[config.mk]
export PLATFORM = sky130hd
export DESIGN_NAME = ldr_frame_sequencer
export DESIGN_NICKNAME = d
export VERILOG_FILES = /design/src/rtl/ldr_frame_sequencer.sv
export SDC_FILE = /design/constraint.sdc
export NUM_CORES = 1
export LEC_CHECK = 0
export BUFFER_PORTS_ARGS = -buffer_cell sky130_fd_sc_hd__clkbuf_2
export CAP_MARGIN = 10
export CORE_MARGIN = 3
export CORE_UTILIZATION = 51
export DETAILED_ROUTE_END_ITERATION = 8
export PLACE_DENSITY = 0.76
export SLEW_MARGIN = 30
export SYNTH_ARGS = -nofsm -noshare
export SYNTH_HDL_FRONTEND = slang
export SYNTH_SLANG_ARGS = --single-unit
export TNS_END_PERCENT = 100
[constraint.sdc]
create_clock -name clk -period 15.92 [get_ports clk]
set_input_delay 1.592 -clock clk [delete_from_list [all_inputs] [get_ports clk]]
set_output_delay 1.592 -clock clk [all_outputs]
set_load 0.01 [all_outputs]
[src/rtl/ldr_frame_sequencer.sv]
// Frame-level sequencer for the Levinson-Durbin core: buffers ORDER+1 R words, pulses core reset,
// holds start until done, then streams the captured A words. Optional SOLVE watchdog: LDR_SEQ_TIMEOUT_EN.
module ldr_frame_sequencer #(
  parameter int W       = 16,
  parameter int ORDER   = 10,
  parameter int TIMEOUT = 4096
) (
  input  logic                   clk,
  input  logic                   reset,
  input  logic                   r_valid,
  input  logic [W-1:0]           r_data,
  input  logic                   r_last,
  output logic                   r_ready,
  output logic                   ldr_rst,
  output logic                   ldr_start,
  output logic [(ORDER+1)*W-1:0] ldr_r,
  input  logic [(ORDER+1)*W-1:0] ldr_a,
  input  logic                   ldr_done,
  output logic                   a_valid,
  output logic [W-1:0]           a_data,
  output logic                   a_last,
  input  logic                   a_ready,
  output logic                   busy,
  output logic                   frame_err,
  output logic [15:0]            cycles,
  output logic [15:0]            frames
);
  localparam int N = ORDER + 1;
  localparam int KW = (N > 1) ? $clog2(N) : 1;
  localparam logic [KW-1:0] K_LAST = KW'(ORDER);

  typedef enum logic [2:0] {
    ST_LOAD,
    ST_SKIP,
    ST_CORE_RST,
    ST_SOLVE,
    ST_DRAIN
  } state_t;

  state_t        state_reg;
  logic [KW-1:0] k_reg;
  logic [KW-1:0] k_inc;
  logic          rst_cnt_reg;
  logic [15:0]   solve_cnt_reg;
  logic [15:0]   cycles_reg;
  logic [15:0]   frames_reg;
  logic          ready_reg;
  logic          ldr_rst_reg;
  logic          ldr_start_reg;
  logic          a_valid_reg;
  logic          a_last_reg;
  logic [W-1:0]  a_data_reg;
  logic          busy_reg;
  logic          frame_err_reg;
  logic [N*W-1:0] r_buf_reg;
  logic [N*W-1:0] cap_reg;

  logic          r_fire;
  logic          a_fire;
  logic          load_wr;
  logic          cap_en;
  logic [N-1:0]  slot_we;

  assign r_fire  = r_valid & ready_reg;
  assign a_fire  = a_valid_reg & a_ready;
  assign load_wr = (state_reg == ST_LOAD) & r_fire;
  assign cap_en  = (state_reg == ST_SOLVE) & ldr_done;
  assign k_inc   = k_reg + 1'b1;

  // One write strobe per R slot; SKIP never produces a strobe, so discarded words cannot land in the buffer.
  generate
    for (genvar gi = 0; gi < N; gi++) begin : g_slot_we
      assign slot_we[gi] = load_wr && (k_reg == KW'(gi));
    end
  endgenerate

  always_ff @(posedge clk) begin
    if (reset) begin
      r_buf_reg <= '0;
    end else begin
      for (int i = 0; i < N; i++) begin
        if (slot_we[i]) begin
          r_buf_reg[i*W +: W] <= r_data;
        end
      end
    end
  end

  always_ff @(posedge clk) begin
    if (cap_en) begin
      cap_reg <= ldr_a;
    end
  end

  always_ff @(posedge clk) begin
    if (reset) begin
      state_reg     <= ST_LOAD;
      k_reg         <= '0;
      rst_cnt_reg   <= 1'b0;
      solve_cnt_reg <= '0;
      cycles_reg    <= '0;
      frames_reg    <= '0;
      ready_reg     <= 1'b1;
      ldr_rst_reg   <= 1'b1;
      ldr_start_reg <= 1'b0;
      a_valid_reg   <= 1'b0;
      a_last_reg    <= 1'b0;
      a_data_reg    <= '0;
      busy_reg      <= 1'b0;
      frame_err_reg <= 1'b0;
    end else begin
      frame_err_reg <= 1'b0;
      case (state_reg)
        ST_LOAD: begin
          ldr_rst_reg <= 1'b0;
          if (r_fire) begin
            if (k_reg == K_LAST) begin
              k_reg <= '0;
              if (r_last) begin
                state_reg   <= ST_CORE_RST;
                ready_reg   <= 1'b0;
                ldr_rst_reg <= 1'b1;
                rst_cnt_reg <= 1'b0;
                busy_reg    <= 1'b1;
              end else begin
                frame_err_reg <= 1'b1;
                state_reg     <= ST_SKIP;
                busy_reg      <= 1'b1;
              end
            end else if (r_last) begin
              frame_err_reg <= 1'b1;
              k_reg         <= '0;
            end else begin
              k_reg <= k_inc;
            end
          end
        end

        ST_SKIP: begin
          if (r_fire && r_last) begin
            state_reg <= ST_LOAD;
            busy_reg  <= 1'b0;
          end
        end

        // ldr_rst was raised on the entry edge; hold it one more cycle, then release into start.
        ST_CORE_RST: begin
          if (!rst_cnt_reg) begin
            rst_cnt_reg <= 1'b1;
          end else begin
            ldr_rst_reg   <= 1'b0;
            ldr_start_reg <= 1'b1;
            solve_cnt_reg <= '0;
            state_reg     <= ST_SOLVE;
          end
        end

        ST_SOLVE: begin
          if (ldr_done) begin
            cycles_reg    <= solve_cnt_reg + 16'd1;
            ldr_start_reg <= 1'b0;
            state_reg     <= ST_DRAIN;
            k_reg         <= '0;
            a_valid_reg   <= 1'b1;
            a_data_reg    <= ldr_a[W-1:0];
            a_last_reg    <= (K_LAST == '0);
          end else begin
            solve_cnt_reg <= solve_cnt_reg + 16'd1;
`ifdef LDR_SEQ_TIMEOUT_EN
            if (solve_cnt_reg == 16'(TIMEOUT - 1)) begin
              frame_err_reg <= 1'b1;
              ldr_rst_reg   <= 1'b1;
              ldr_start_reg <= 1'b0;
              state_reg     <= ST_LOAD;
              k_reg         <= '0;
              ready_reg     <= 1'b1;
              busy_reg      <= 1'b0;
            end
`else
`endif
          end
        end

        ST_DRAIN: begin
          if (a_fire) begin
            if (k_reg == K_LAST) begin
              a_valid_reg <= 1'b0;
              a_last_reg  <= 1'b0;
              frames_reg  <= frames_reg + 16'd1;
              state_reg   <= ST_LOAD;
              ready_reg   <= 1'b1;
              busy_reg    <= 1'b0;
              k_reg       <= '0;
            end else begin
              k_reg      <= k_inc;
              a_data_reg <= cap_reg[k_inc*W +: W];
              a_last_reg <= (k_inc == K_LAST);
            end
          end
        end

        default: begin
          state_reg <= ST_LOAD;
        end
      endcase
    end
  end

  // Reset masks the outputs in the same cycle so the core sees an abort without waiting for an edge.
  assign r_ready   = ready_reg & ~reset;
  assign ldr_rst   = ldr_rst_reg | reset;
  assign ldr_start = ldr_start_reg & ~reset;
  assign ldr_r     = reset ? '0 : r_buf_reg;
  assign a_valid   = a_valid_reg & ~reset;
  assign a_data    = reset ? '0 : a_data_reg;
  assign a_last    = a_last_reg & ~reset;
  assign busy      = busy_reg & ~reset;
  assign frame_err = frame_err_reg & ~reset;
  assign cycles    = reset ? '0 : cycles_reg;
  assign frames    = reset ? '0 : frames_reg;

endmodule

==> impl_summary.md <==
Status
The run finished with clean final reports.

Synthesis
Of the post-synthesis cell area, the dominant cell type holds 28.5%. The count of flip-flops with a built-in enable after synthesis is 176. After Yosys synthesis, full adders, half adders and majority gates account for 0.472% of the synthesized area. The gate count after technology mapping is 1,852. After Yosys synthesis, and, or, nand and nor cells account for 22.2% of the synthesized area. The part of the Yosys area used for sequential elements is 56.0%.

Dividing the synthesized area by the synthesized cell count gives 10.0 um^2. The synthesized design spends more area on one cell type than any other, namely sky130_fd_sc_hd__edfxtp_1. In the post-synthesis netlist, the biggest area contributors are sky130_fd_sc_hd__edfxtp_1 (29%), sky130_fd_sc_hd__dfxtp_1 (28%), sky130_fd_sc_hd__nor2b_1 (8.3%), sky130_fd_sc_hd__a21oi_1 (4.6%), sky130_fd_sc_hd__mux2i_1 (4.4%). The leading register cell type out of synthesis is sky130_fd_sc_hd__dfxtp_1. After Yosys synthesis, XOR and XNOR cells account for 1.41% of the synthesized area. The largest family of logic cells by synthesized area is simple AND/OR/NAND/NOR gates. The synthesized net count is 2,057.

The mux cell area share after synthesis is 5.47%. The async set or reset register ratio after synthesis is 0%. The post-synthesis compound-gate area fraction is 10.5%. The register bit count reported by yosys is 431. The synthesis warning total is 0. After synthesis the cells add up to 18,500 um^2. The number of distinct library cells after synthesis is 59.

Finish
In the final layout, the share of cells above drive strength 1 is 24.4%. The final-stage net count is 2,388. For this run, the share of the core covered by cells in the final layout is 62.3%. The growth of design area from synthesis to finish is 19.8%.

Drt
The detailed router finished its first iteration with 1,296 violations. The wire length reported by the detailed router is 52,000 um. The number of optimization iterations in the first detailed-route pass is 7. After detailed routing, the number of remaining DRC violations is 0. Once detail routing completed, the nets flagged for antenna violations numbered 0. In the final routed layout, each cell accounts on average for 19.3 um. The routed via count is 15,100. Dividing the detail-routed via count by the number of cells gives 5.63.

Clock tree
The number of buffers on the longest clock path is 3. The TritonCTS buffer count is 45. The tree is rooted in a sky130_fd_sc_hd__clkbuf_16. The CTS clock-pin slew for the worst setup and hold paths is 0.06 ns.

The deepest level of the CTS H-tree is 2. The number of post-CTS setup repair buffers is 0. For this design, the CTS-stage hold fixing added 0 buffers. The clock tree from TritonCTS is yes. Post-CTS repair changed the size of 0 cells.

For the worst-skew pair, the clock arrives at the later sink with an insertion delay of 0.57 ns. The tree built by TritonCTS fans out to 431 sinks.

Placement
The worst slack at placement is 10.11 ns. At the end of routability-driven placement, the weighted congestion stood at 0.839. The count of buffers added on input and output ports is 428.

Detailed placement finished with a half-perimeter wire length of 35,400 um.

Floorplanning
The starting utilization of the core area is 52.0%. The total core area is 35,700 um^2. The floorplan has 69 rows. The die footprint is 38,700 um^2. The chip width is 197 um. The total I/O pin count is 429. The vertical extent of the die is 197 um.

GRT
The pin count of the biggest net entering global routing is 233. The total routing usage reported by global routing is 25.8%. The via count of the first global-routing pass is 14,300. The number of antenna violations at the first check in global routing came to 10. The wire length of the first global-routing pass is 78,500 um. The sum of overflow across all layers after global routing is 0.

Timing
Summed over all failing endpoints, the final setup total negative slack is 0 ns. The number of failing hold endpoints at the final stage is 0. Setup repair after global routing left no endpoint under its margin. The final number of max-transition violations is 0. The shortest clock period the worst path allows after layout is 5.58 ns. The maximum achievable frequency is 179 MHz. The final worst-path cycle share is 35.0%. At the pin with the least slew margin, the transition time is 1.00 ns. The final count of negative-setup-slack endpoints is 0. Clock skew on the completed layout was measured at 0.0134 ns. The max-slew headroom at the worst pin is 33.2%. The worst-case setup margin in the final layout is 10.34 ns.

Hold path
The type of the worst min-delay path is flop to flop.

Power
In this run the power density over the cells is 103 nW/um^2. The analysis attributes to cell leakage a power of 0.00861 uW. VDD sags by at most 0.000129 V.

Worst setup path
The largest fanout on the critical path is 186. At the worst endpoint, the required time is 14.33 ns. STA classifies the critical path endpoint as an output pin.

The critical path is of the input pin to output pin type. STA classifies the critical path startpoint as an input pin. The data arrival at the endpoint of the critical path is 3.99 ns.

Run
Max-cap violations in this run came to 0.
## worst max-delay path: stages
cell and delay (ns):
sky130_fd_sc_hd__buf_8 0.44, sky130_fd_sc_hd__buf_12 0.32, sky130_fd_sc_hd__buf_16 0.48, sky130_fd_sc_hd__buf_6 0.66, sky130_fd_sc_hd__nor2b_1 0.14, sky130_fd_sc_hd__clkbuf_2 0.17
## stage by stage
stage,instances,hold WS (ns),total power [uW],area (um^2)
floorplan,1852,0.432,1240,18500
global placement,2594,0.439,1290,20700
detailed placement,2596,0.443,1290,20800
finish,2687,0.450,2280,22200
global route,2687,0.471,2350,22200
CTS,2680,0.452,2290,22200
## where the power goes
group	total (uW)	switching, uW	internal [uW]	leakage, uW
Sequential	1160	3.10	1150	0.00364
Clock	1010	430	576	0.000687
Combinational	117	75.9	41.2	0.00428
## Yosys cell counts (all sizes together) (13+ instances only)
cell type	n
nor2b	247
mux2i	81
dfxtp	255
o21ai	14
nand2	212
clkbuf	115
xor2	16
a311oi	20
nor2	123
nand3	158
a221oi	17
a32oi	16
buf	47
xnor2	13
edfxtp	176
mux2	18
a21oi	170
a211oi	15
nor3	13
a22oi	23
a2111oi	16
## cell usage in the layout, fill, tap and decap left out, types with 5 or more instances in the layout
cell,count
sky130_fd_sc_hd__clkbuf_1,18
sky130_fd_sc_hd__xor2_1,16
sky130_fd_sc_hd__a221oi_1,17
sky130_fd_sc_hd__and3_1,9
sky130_fd_sc_hd__a311oi_1,20
sky130_fd_sc_hd__and4_1,6
sky130_fd_sc_hd__a2111oi_0,16
sky130_fd_sc_hd__nor2b_1,247
sky130_fd_sc_hd__nand3_1,156
sky130_fd_sc_hd__ha_1,6
sky130_fd_sc_hd__nor3_1,10
sky130_fd_sc_hd__inv_1,9
sky130_fd_sc_hd__clkbuf_8,7
sky130_fd_sc_hd__buf_4,13
sky130_fd_sc_hd__diode_2,6
sky130_fd_sc_hd__nand2_1,212
sky130_fd_sc_hd__a211oi_1,15
sky130_fd_sc_hd__mux2i_1,81
sky130_fd_sc_hd__mux2_2,18
sky130_fd_sc_hd__nor2_1,123
sky130_fd_sc_hd__a32oi_1,16
sky130_fd_sc_hd__clkbuf_2,427
sky130_fd_sc_hd__o21ai_0,13
sky130_fd_sc_hd__edfxtp_1,176
sky130_fd_sc_hd__clkinv_1,5
sky130_fd_sc_hd__xnor2_1,12
sky130_fd_sc_hd__a22oi_1,23
sky130_fd_sc_hd__dfxtp_1,254
sky130_fd_sc_hd__nand4_1,10
sky130_fd_sc_hd__clkbuf_16,45
sky130_fd_sc_hd__a21oi_1,170
## metal layers
metal | track usage, % | vias to the layer above | routed length (um)
li1 | - | 7174 | -
met1 | 31.6 | 7157 | 20100
met2 | 44.0 | 663 | 25800
met4 | 11.0 | 8 | 1970
met3 | 6.03 | 131 | 4060
met5 | 0 | - | 57
## layout make-up
class,instances,area [um^2]
Inverter,10,45.0
Fill cell,2977,13400
Timing Repair Buffer,446,2330
Multi-Input combinational cell,1249,7450
Antenna cell,6,15.0
Clock inverter,14,113
Sequential cell,431,10400
Tap cell,461,577
Clock buffer,70,1290
## worst paths after layout
| check | start | endpoint | slack (ns) | depth (start not counted) |
|---|---|---|---|---|
| max | reset | ldr_r[55] | 10.34 | 6 |
| min | r_buf_reg[118] | r_buf_reg[118] | 0.45 | 2 |
| max reg2reg | state_reg[1] | cap_reg[175] | 12.54 | 4 |
| min reg2reg | r_buf_reg[118] | r_buf_reg[118] | 0.45 | 2 |
## logic make-up after synthesis
kind of cell | Yosys count
simple gates | 808
flops | 431
compound gates | 306
buf+inv | 172
mux | 99
xor+xnor | 29
fa+ha+maj | 7
No activity file was read; power rests on OpenSTA's default activity.
